--- src/rtl/regfile_pkg.sv ---
// Shared register-file definitions used by the read (and later write) port arbiters.
package regfile_pkg;

    localparam int RF_ADDR_WIDTH = 5;
    localparam int RF_DATA_WIDTH = 32;
    localparam int RF_DEPTH      = 32;

    typedef enum logic {
        IDLE,
        LOCKED
    } arb_state_t;

endpackage

--- src/rtl/rr_pick.sv ---
// Combinational round-robin picker: the first requester at or after ptr wins.
module rr_pick #(
    parameter int NUM_REQ  = 4,
    parameter int ID_WIDTH = 2
) (
    input  logic [NUM_REQ-1:0]  req,
    input  logic [ID_WIDTH-1:0] ptr,
    output logic [NUM_REQ-1:0]  gnt,
    output logic [ID_WIDTH-1:0] idx,
    output logic                any
);

    // Scan ptr, ptr+1, ... wrapping at NUM_REQ; ptr is always below NUM_REQ.
    always_comb begin
        int j;
        gnt = '0;
        idx = '0;
        any = 1'b0;
        j   = 0;
        for (int k = 0; k < NUM_REQ; k++) begin
            j = int'(ptr) + k;
            if (j >= NUM_REQ) begin
                j = j - NUM_REQ;
            end
            if (!any && req[j]) begin
                any    = 1'b1;
                gnt[j] = 1'b1;
                idx    = ID_WIDTH'(j);
            end
        end
    end

endmodule

--- src/rtl/regfile_read_arbiter.sv ---
// Shares the register-file read port among NUM_REQ requesters with round-robin
// arbitration, an optional owner lock, and a registered, ID-tagged read return.
module regfile_read_arbiter
    import regfile_pkg::*;
#(
    parameter int NUM_REQ    = 4,
    parameter int ADDR_WIDTH = RF_ADDR_WIDTH,
    parameter int DATA_WIDTH = RF_DATA_WIDTH,
    parameter int ID_WIDTH   = 2
) (
    input  logic                          clk,
    input  logic                          rst_n,
    input  logic [NUM_REQ-1:0]            req,
    input  logic [NUM_REQ*ADDR_WIDTH-1:0] req_addr,
    input  logic [NUM_REQ-1:0]            lock,
    output logic [NUM_REQ-1:0]            gnt,
    output logic [ADDR_WIDTH-1:0]         rf_addr,
    input  logic [DATA_WIDTH-1:0]         rf_data,
    output logic                          rd_valid,
    output logic [DATA_WIDTH-1:0]         rd_data,
    output logic [ID_WIDTH-1:0]           rd_id
);

    arb_state_t            state, state_n;
    logic [ID_WIDTH-1:0]   owner, owner_n;
    logic [ID_WIDTH-1:0]   ptr, ptr_n;
    logic [ID_WIDTH-1:0]   gnt_idx;
    logic [NUM_REQ-1:0]    pick_gnt;
    logic [ID_WIDTH-1:0]   pick_idx;
    logic                  pick_any;
    logic [NUM_REQ-1:0]    one_hot_base;

    assign one_hot_base = {{(NUM_REQ-1){1'b0}}, 1'b1};

    function automatic logic [ID_WIDTH-1:0] next_id(input logic [ID_WIDTH-1:0] i);
        return (int'(i) == NUM_REQ - 1) ? '0 : i + ID_WIDTH'(1);
    endfunction

    rr_pick #(
        .NUM_REQ  (NUM_REQ),
        .ID_WIDTH (ID_WIDTH)
    ) u_pick (
        .req (req),
        .ptr (ptr),
        .gnt (pick_gnt),
        .idx (pick_idx),
        .any (pick_any)
    );

    // A dropped owner request releases the lock without granting anyone that cycle.
    always_comb begin
        state_n = state;
        owner_n = owner;
        ptr_n   = ptr;
        gnt     = '0;
        gnt_idx = '0;
        rf_addr = '0;
        if (rst_n) begin
            case (state)
                IDLE: begin
                    if (pick_any) begin
                        gnt     = pick_gnt;
                        gnt_idx = pick_idx;
                        ptr_n   = next_id(pick_idx);
                        if (lock[pick_idx]) begin
                            state_n = LOCKED;
                            owner_n = pick_idx;
                        end
                    end
                end
                LOCKED: begin
                    if (req[owner]) begin
                        gnt     = one_hot_base << owner;
                        gnt_idx = owner;
                        ptr_n   = next_id(owner);
                        if (!lock[owner]) begin
                            state_n = IDLE;
                        end
                    end else begin
                        state_n = IDLE;
                    end
                end
                default: state_n = IDLE;
            endcase
            if (gnt != '0) begin
                rf_addr = req_addr[int'(gnt_idx)*ADDR_WIDTH +: ADDR_WIDTH];
            end
        end
    end

    always_ff @(posedge clk or negedge rst_n) begin
        if (!rst_n) begin
            state <= IDLE;
            owner <= '0;
            ptr   <= '0;
        end else begin
            state <= state_n;
            owner <= owner_n;
            ptr   <= ptr_n;
        end
    end

    always_ff @(posedge clk or negedge rst_n) begin
        if (!rst_n) begin
            rd_valid <= 1'b0;
            rd_data  <= '0;
            rd_id    <= '0;
        end else if (gnt != '0) begin
            rd_valid <= 1'b1;
            rd_data  <= rf_data;
            rd_id    <= gnt_idx;
        end else begin
            rd_valid <= 1'b0;
        end
    end

endmodule

--- config.mk ---
export PLATFORM = sky130hd
export DESIGN_NAME = regfile_read_arbiter
export DESIGN_NICKNAME = d
export VERILOG_FILES = /design/src/rtl/regfile_pkg.sv /design/src/rtl/rr_pick.sv /design/src/rtl/regfile_read_arbiter.sv
export SDC_FILE = /design/constraint.sdc
export NUM_CORES = 1
export LEC_CHECK = 0
export BUFFER_PORTS_ARGS = -buffer_cell sky130_fd_sc_hd__buf_2
export CORE_UTILIZATION = 44
export DETAILED_ROUTE_END_ITERATION = 10
export PLACE_DENSITY_LB_ADDON = 0.15
export SETUP_SLACK_MARGIN = 0.4
export SLEW_MARGIN = 10
export SYNTH_ARGS = -nofsm -noshare
export SYNTH_HDL_FRONTEND = slang
export SYNTH_SLANG_ARGS = --single-unit
--- constraint.sdc ---
create_clock -name clk -period 3.6 [get_ports clk]
set_input_delay 0.18 -clock clk [delete_from_list [all_inputs] [get_ports clk]]
set_output_delay 0.18 -clock clk [all_outputs]
set_load 0.01 [all_outputs]
## Yosys cells after proc, flatten, opt, wreduce, memory -nomap -nowiden

Cells that the tools add are included.

| word-level totals | value |
|---|---|
| register bits | 40 |
| bits of input ports | 62 |
| word-level logic and storage cells | 119 |

| operators by class | value |
|---|---|
| $add $sub $neg | 9 |
| multiply operators | 1 |
| magnitude comparators | 14 |
| equal/unequal tests | 4 |
| shift-type cells | 2 |
| multiplexer cells | 65 |
| bitwise logic cells | 4 |
| reductions and logical operators | 14 |

Operators by type and width:

| kind | number |
|---|---|
| $ge A32 B1 Y1 const B | 4 |
| $lt A32 B4 Y1 const B | 4 |
| $mux W32 | 4 |
| $ge A32 B4 Y1 const B | 3 |
| $sub A32 B4 Y32 const B | 3 |
| $mux W4 | 8 |
| $mux W1 | 24 |
| $mux W2 | 12 |
| $shiftx A20 B6 Y5 | 1 |
| $bmux W1 S2 | 7 |
| $or A4 B4 Y4 | 3 |
| $mux W5 | 2 |
| $demux W1 S2 | 4 |
| $pmux W2 S2 | 2 |
| $pmux W4 S2 | 1 |
| $reduce_bool A4 Y1 | 2 |
| $logic_and A1 B1 Y1 | 7 |
| $add A2 B2 Y3 const B | 2 |
| $lt A2 B3 Y1 const B | 2 |
| $mul A2 B3 Y5 const B | 1 |
| $add A2 B1 Y2 const B | 2 |
| $eq A2 B1 Y1 const B | 2 |
| $reduce_and A4 Y1 | 1 |
| $shl A1 B2 Y4 const A | 1 |
| other kinds (9) | 11 |

## Longest topological paths before layout

Gate-level depths: netlist (run 1).

| depth | value |
|---|---|
| depth after elaboration | 22 |
| mapped depth | 12 |
| mapped depth without buffers | 8 |

## By module

From an unflattened synthesis (run 1), not the netlist that was laid out.

| second synthesis, totals | value |
|---|---|
| cell total of the unflattened synthesis | 195 |
| area, all modules | 2483.6 sq um |

Modules (own cells, without submodules):

| module | times used | cells each | area each (sq um) | sequential area each (sq um) |
|---|---|---|---|---|
| regfile_read_arbiter | 1 | 147 | 2023.2 | 1001.0 |
| rr_pick | 1 | 48 | 460.4 | 0.0 |

## Worst setup path before layout (run 1)

OpenSTA, ideal clock, no wires.

| timing | value |
|---|---|
| path type | register to register |
| start | register ptr[0] |
| end | register rd_data[0] |
| setup time | 0.125 ns |
| arrival time | 3.389 ns |
| required time | 3.475 ns |
| path slack | 0.086 ns |
| cell stages (with the launch flop) | 12 |
| period minus slack after synthesis | 3.514 ns |
| path through | dfrtp_1 -> buf_6 -> inv_1 -> ha_1 -> buf_6 -> mux4_1 -> or4_4 -> o21ai_4 -> a31oi_2 -> nor4_4 -> buf_6 -> mux2_4 |

| between the ends | value |
|---|---|
| cells in the longest elaborated chain, start to end | 20 |

RTL lines:

| item | RTL line | RTL |
|---|---|---|
| start, declared | regfile_read_arbiter.sv:26 | `logic [ID_WIDTH-1:0] ptr, ptr_n;` |
| start signal, assigned | regfile_read_arbiter.sv:99 | `ptr <= ptr_n;` |
| branches (longest 15 deep; another with $sub A32 B4 Y32) | - |  |
| $mux W4 * | regfile_read_arbiter.sv:61 | `if (pick_any) begin` |
| $pmux W4 S2 * | regfile_read_arbiter.sv:59 | `case (state)` |
| $mux W4 * (2 in series) | regfile_read_arbiter.sv:58 | `if (rst_n) begin` |
| via gnt[1] | regfile_read_arbiter.sv:16 | `output logic [NUM_REQ-1:0] gnt,` |
| $reduce_bool A4 Y1 * | regfile_read_arbiter.sv:108 | `end else if (gnt != '0) begin` |
| end signal, assigned | regfile_read_arbiter.sv:110 | `rd_data <= rf_data;` |
| end, declared | regfile_read_arbiter.sv:20 | `output logic [DATA_WIDTH-1:0] rd_data,` |

Mark *: on every way through the listed nets, which the timed path passes. The select of a mux whose other input is x is not followed.
A chain may end at the register's enable or synchronous reset.

## Worst setup path in the final report (run 1)

| timing | value |
|---|---|
| start | register ptr[0] |
| end | output port rf_addr[3] |

| between the ends | value |
|---|---|
| cells in the longest elaborated chain, start to end | 22 |

RTL lines:

| item | RTL line | RTL |
|---|---|---|
| branches (longest 20 deep; another with $sub A32 B4 Y32) | - |  |
| $mux W5 * | regfile_read_arbiter.sv:85 | `if (gnt != '0) begin` |
| $mux W5 * | regfile_read_arbiter.sv:58 |  |
| end, declared | regfile_read_arbiter.sv:17 | `output logic [ADDR_WIDTH-1:0] rf_addr,` |

Every way passes the cells marked *. The select of a mux whose other input is x is not followed.

==> flow_summary.toml, run 1 <==
[global_routing]
grt_busiest_layer = "met2"
met2_usage_pct = 36.8
grt_usage_pct = 21.2
grt_overflow_total = 0
grt_use_met1_pct = 26.4
grt_pass1_wl_mm = 10.5
first_global_vias = 2123
grt_max_degree = 45
grt_use_met3_pct = 4.55
antenna_found_initial = 0

[cells_and_area]
drive_above_1_share_pct = 62.6
area_growth_pct = 41.7
multi_input_area_um2 = 1680
fin_nets = 417
layout_commonest_cell = "buf_2"
seqCellArea_um2 = 1000
fill_cells = 473
antennaDiodeCount = 0
most-common-layout-cells = "105 x buf_2, 39 x dfrtp_1, 32 x mux2_4"

[outcome]
violations = "DRC, hold timing"
status = "finished with violations"

[sta]
timing.final.max_slew_violations = 0
min_period_over_period_pct = 94.1
relSlewSlack_pct = 59.9
rsz0062_at_grt = "true"
max_freq_mhz = 295
final.setup.tns_ns = 0
fin_skew_ns = 0.00281
period_minus_slack_ns = 3.39
tightest_slew_ns = 0.602
worst_slack_ns = 0.212
hold_violations = 20
finalSetupViolations = 0
worst_hold_slack_ns = -0.00455

[synthesis]
synthCells = 217
yosysWarnings = 0
synth_xor_area_share_pct = 0
synth-compound-area-share_pct = 12.2
synth.cell_area_um2 = 2690
syn_area_per_cell_um2 = 12.4
synth_top_family_by_area = "multiplexers"
synthMuxAreaShare_pct = 31.4
synth_seq_cells = 40
syn_nets = 287
synth_adder_area_share_pct = 3.72
ys_seq_area_share_pct = 37.2
synth.distinct_cells = 48
synth-simple-area-share_pct = 9.15

[clocking]
clk-insertion-delay-late_ns = 0.29
cts_tree = "done"
numCtsBuffers = 5
clockBufferDepth = 2
clk_root_buffer_cell = "clkbuf_8"
cts.reportedPaths.clkPinSlew_ns = 0.08
htree_levels = 2
cts_sinks = 40
holdBufCountCts = 0

[setup_path]
slowest_delay_ns = 0.52
cp_cell_sequence = "inv_6 -> ha_4 -> mux4_2 -> or4_4 -> o21ai_4 -> a31oi_4 -> nor4_4 -> buf_4 -> buf_12 -> a211oi_2 -> buf_2"
critPathRequiredTime_ns = 3.42
worst_ep_arrival_time_ns = 3.21
worst_setup_path_end_kind = "output port"
start_kind = "register"
cp_slowest_cell = "or4_4"
crit_type = "reg2out"
critPathMaxFanout = 6

[flow_run]
maxCapViolations = 0

[floorplanning]
ioPinCount = 106
die_y_um = 80.2
initial_core_util_pct = 45.5
dieArea_um2 = 6440
core_um2 = 5920
die_w_um = 80.2
num_rows = 28

[pwr]
power.leakage_nw = 1.90
power_density_nw_per_um2 = 1320
total_power_mw = 5.05
vdd_drop_max_mv = 0.716

[route]
viasPerCell = 5.27
wl_mm = 6.71
wl_per_cell_um = 15.9
firstDrtPassIters = 7
drt_first_iter_violations = 67
ant_nets = 0
drc = 1
vias = 2230

[placed_design]
dp_hpwl_mm = 4.39
gp_congestion = 0.813
pre_cts_slack_ns = 0.119
port_buffers = 105

[hold_path]
hp-class = "in2async"
==> what timing repair did <==
action / CTS / global route
endpoints found under the setup margin: 41 / 41
buffers inserted: 20 / 4
hold endpoints to repair: 0 / 0
gates cloned: 4 / 1
gates resized for setup: 18 / 9
pin swaps: 5 / 1
==> area by class of cell <==
class	count	share of cell area [%]
multi-input combinational	152	44.0
sequential	40	26.3
timing repair buffer	140	23.9
tap	75	2.46
clock buffer	7	2.26
inverter	8	0.918
clock inverter	1	0.197
==> path summary, 6_finish.rpt <==
kind,start,end,slack (ns),cells past startpoint
setup / recovery,ptr[0],rf_addr[3],0.21,11
hold / removal,rst_n,rd_data[13],-0.005,2
setup reg to reg,ptr[0],rd_data[0],0.25,12
hold reg to reg,rd_data[30],rd_data[30],0.51,1
max in group asynchronous,rst_n,ptr[0],3.21,2
min in group clk,rf_data[26],rd_data[26],0.11,2
==> synthesized netlist by cell type (all sizes together) <==
library cell  instances  share of area, %
dfrtp                40                37
mux2                 40                21
mux2i                14               5.2
a211oi               12               3.3
nand2                11               1.5
buf                  10               3.6
ha                    8               3.7
inv                   8               1.1
mux4                  6               5.3
nand2b                6               1.4
nand3                 6               1.1
nor2                  6              0.84
o211ai                6               1.7
and4                  5               1.6
clkbuf                5              0.84
a31oi                 4               1.4
o21ai                 4               1.2
a21oi                 3              0.56
nand3b                2              0.56
o21a                  2              0.56
a211o                 1              0.33
a21o                  1              0.28
a32o                  1              0.37
dlygate4sd2           1              0.33
dlymetal6s2s          1              0.46
nand4                 1              0.23
nor3                  1              0.19
nor4                  1              0.79
o211a                 1              0.37
o21bai                1              0.28
o22a                  1              0.33
o22ai                 1              0.23
o311a                 1              0.42
o31ai                 1              0.28
o32ai                 1              0.33
o41ai                 1              0.33
or2                   1              0.23
or3                   1              0.23
or4                   1              0.42
==> metrics by stage <==
stage          utilization, %  cell area, µm²  std cells
2_1_floorplan               -            2780        217
3_3_place_gp             56.1            3320        386
3_5_place_dp             56.1            3320        386
4_1_cts                  63.0            3730        418
5_1_grt                  64.5            3820        423
6_report                 64.5            3820        423
==> critical path: cells and delay by family (launching register included) <==
kind | cells | cell delay [ns]
AOI/OAI and AO/OA | 3 | 0.39
and+or+nand+nor | 2 | 0.84
DFF | 1 | 0.41
muxes | 1 | 0.50
adders and majority gates | 1 | 0.27
buffers and inverters | 4 | 0.50
==> cells by family (layout without fill, tap and decap cells) <==
kind of cell | after synthesis | count (layout)
adder cells (fa/ha/maj) | 8 | 8
AO/OA/AOI/OAI | 42 | 42
multiplexers | 60 | 60
buffers and inverters | 25 | 156
AND/OR/NAND/NOR | 42 | 42
flip-flops | 40 | 40
==> report_power, final <==
part / internal, mW / total [mW] / leakage, nW / switching, mW
Clock: 0.156 / 0.312 / 0.0445 / 0.156
Sequential: 0.700 / 0.873 / 0.471 / 0.173
Combinational: 2.23 / 3.87 / 1.38 / 1.63
==> sequential cells by signal, summed over array words and instances, names as in the netlist <==
name	count
rd_data	32
owner	2
ptr	2
rd_id	2
rd_valid	1
state	1
==> per-layer routing <==
| layer | vias to the layer above | part of all wire [%] |
|---|---|---|
| li1 | 1074 | - |
| met1 | 1064 | 44 |
| met2 | 87 | 49 |
| met3 | 5 | 6.4 |
| met4 | 0 | 0.34 |
| met5 | - | 0 |
(Power assumes the default switching activity.)
==> run 2, diff against run 1 <==
--- a/config.mk
+++ b/config.mk
@@ -6,7 +6,7 @@
 export NUM_CORES = 1
 export LEC_CHECK = 0
 export BUFFER_PORTS_ARGS = -buffer_cell sky130_fd_sc_hd__buf_2
-export CORE_UTILIZATION = 44
+export CORE_UTILIZATION = 53
 export DETAILED_ROUTE_END_ITERATION = 10
 export PLACE_DENSITY_LB_ADDON = 0.15
 export SETUP_SLACK_MARGIN = 0.4
==> constraint.sdc (replaced) <==
create_clock -name clk -period 4 [get_ports clk]
set_input_delay 0.2 -clock clk [delete_from_list [all_inputs] [get_ports clk]]
set_output_delay 0.2 -clock clk [all_outputs]
set_load 0.01 [all_outputs]
==> run 2 against run 1 <==
- the flow now finishes without violations
- cell area is 8.3% lower
- core utilization is 8.2 points higher
- first-iteration DRC count is 36% higher
- non-clock buffer count is 17 lower
- sequential share of layout area is 2.3 points higher
- die area is 17% lower
- clock skew is 0.0050 ns higher
- global-route usage is 2.3 points higher
- critical endpoint is now rf_addr[2]
==> flow_summary.toml, run 2 (same netlist as run 1, synthesis figures left out) <==
[placed_design]
port_buffers = 105
dp_hpwl_mm = 4.23
gp_congestion = 0.791
place_inst = 379
dpl_cell_area_um2 = 3230

[pwr]
vdd_drop_max_mv = 0.585
power_density_nw_per_um2 = 1100
power.leakage_nw = 1.76
seqPwrFrac_pct = 20.2
p_switching_mw = 1.56
p_comb_share_pct = 73.4
clkPwrFrac_pct = 6.4
p_sw_share_pct = 40.4
internal-power_mw = 2.30

[cells_and_area]
final-instance-count-excl-fill = 397
finalInstanceArea_um2 = 3500
largest_register_ffs = 32
drive_above_1_share_pct = 57.6
antennaDiodeCount = 0
fin_nets = 400
most-common-layout-cells = "105 x buf_2, 40 x dfrtp_1, 30 x mux2_4"
seqCellArea_um2 = 1000
layout_commonest_cell = "buf_2"
multi_input_area_um2 = 1580
fill_cells = 366
area_growth_pct = 30.0
regMostFlops = "rd_data"

[sta]
tightest_slew_ns = 0.610
max_freq_mhz = 282
timing.final.max_slew_violations = 0
fin_skew_ns = 0.00779
final.setup.tns_ns = 0
relSlewSlack_pct = 59.4
min_period_over_period_pct = 88.7
finalSetupViolations = 0
worst_hold_slack_ns = 0.0178
rsz0062_at_grt = "true"
hold_violations = 0
period_minus_slack_ns = 3.55

[route]
ant_nets = 0
vias = 2133
drc = 0
wl_mm = 6.20
viasPerCell = 5.37
firstDrtPassIters = 4
drt_first_iter_violations = 91
wl_per_cell_um = 15.6

[floorplanning]
ioPinCount = 106
num_rows = 25
dieArea_um2 = 5370
die_w_um = 73.3
initial_core_util_pct = 55.9
core_um2 = 4820
die_y_um = 73.3

[global_routing]
grt_pass1_wl_mm = 9.59
first_global_vias = 2053
antenna_found_initial = 0
grt_max_degree = 45
grt_usage_pct = 23.6
grt_overflow_total = 0

[setup_path]
r2r_start = "ptr[0]"
r2r-end = "rd_data[6]"
worst_ep_arrival_time_ns = 3.35
critPathMaxFanout = 6
cp_cell_sequence = "inv_4 -> ha_4 -> mux4_2 -> or4_4 -> o21ai_4 -> buf_6 -> a31oi_4 -> nor4_4 -> buf_12 -> a211oi_2 -> buf_2"
cp_slowest_cell = "or4_4"
slowest_delay_ns = 0.61
crit_family = "simple AND/OR/NAND/NOR gates"
crit_type = "reg2out"
regToRegSetupSlack_ns = 0.51
start_kind = "register"
reg2regPathDepth = 11
critical_path_buf_inv_count = 4
critPathRequiredTime_ns = 3.80
worst_setup_path_end_kind = "output port"
startpoint = "ptr[0]"

[clocking]
cts_tree = "done"
clk_root_buffer_cell = "clkbuf_8"
htree_levels = 2
cts.reportedPaths.clkPinSlew_ns = 0.07
clockBufferDepth = 2
clk-insertion-delay-late_ns = 0.29
holdBufCountCts = 0
cts_sinks = 40
numCtsBuffers = 5

[hold_path]
hp-class = "in2async"

[outcome]
status = "finished, final reports clean"

[flow_run]
maxCapViolations = 0
-- run 2: changes by cell type in the layout (fill, tap and decap cells not counted), moves of 2 or more --
cell,previous run,this run
a211oi_1,5,7
a211oi_4,2,0
a31oi_1,0,2
a31oi_4,3,1
buf_4,21,13
buf_6,7,2
buf_8,2,0
mux2_1,0,2
mux2_4,32,30
-- run 2: metrics by stage --
| stage | utilization [%] | total power, mW | setup WS (ns) |
|---|---|---|---|
| detailed placement | 67.0 | 3.18 | 0.371 |
| floorplan | - | 2.69 | 0.486 |
| global route | 72.6 | 4.11 | 0.333 |
| global placement | 67.0 | 3.14 | 0.476 |
| finish | 72.6 | 3.86 | 0.451 |
| CTS | 70.9 | 3.77 | 0.390 |
-- run 2: how the worst max path moves through the flow --
stage	cells past startpoint	to	slack, ns
after floorplan	11	rd_data[0]	0.49
after global placement	8	rf_addr[2]	0.48
after detailed placement	8	rf_addr[2]	0.37
after CTS	10	rd_data[3]	0.39
after global routing	11	rf_addr[1]	0.33
final	11	rf_addr[2]	0.45
-- run 2: layer usage --
metal | track usage [%] | share of wire, % | vias to the layer above
met5 | 0 | 0 | -
met4 | 8.28 | 1.4 | 0
met3 | 3.98 | 5.3 | 5
met2 | 41.8 | 50 | 83
met1 | 28.8 | 43 | 1003
li1 | - | - | 1042
-- run 2: cell type report --
cell class | instances | area share (%)
Sequential cell | 40 | 28.6
Multi-Input combinational cell | 152 | 45.3
Tap cell | 67 | 2.40
Clock inverter | 1 | 0.143
Clock buffer | 6 | 2.07
Inverter | 8 | 0.930
Timing Repair Buffer | 123 | 20.6
-- run 2: what timing repair did --
item                       in CTS  in global routing
gates resized for setup         3                 16
pin swaps                       2                  4
buffers inserted                5                  4
gates cloned                    2                  0
setup endpoints to repair       5                 39
-- run 2: power by group through the flow --
stage / clock, mW / combinational, mW / sequential, mW
after floorplan: 0 / 1.87 / 0.827
after global placement: 0 / 2.37 / 0.765
after detailed placement: 0 / 2.41 / 0.778
after CTS: 0.255 / 2.74 / 0.770
after global routing: 0.271 / 3.03 / 0.808
final: 0.248 / 2.83 / 0.779
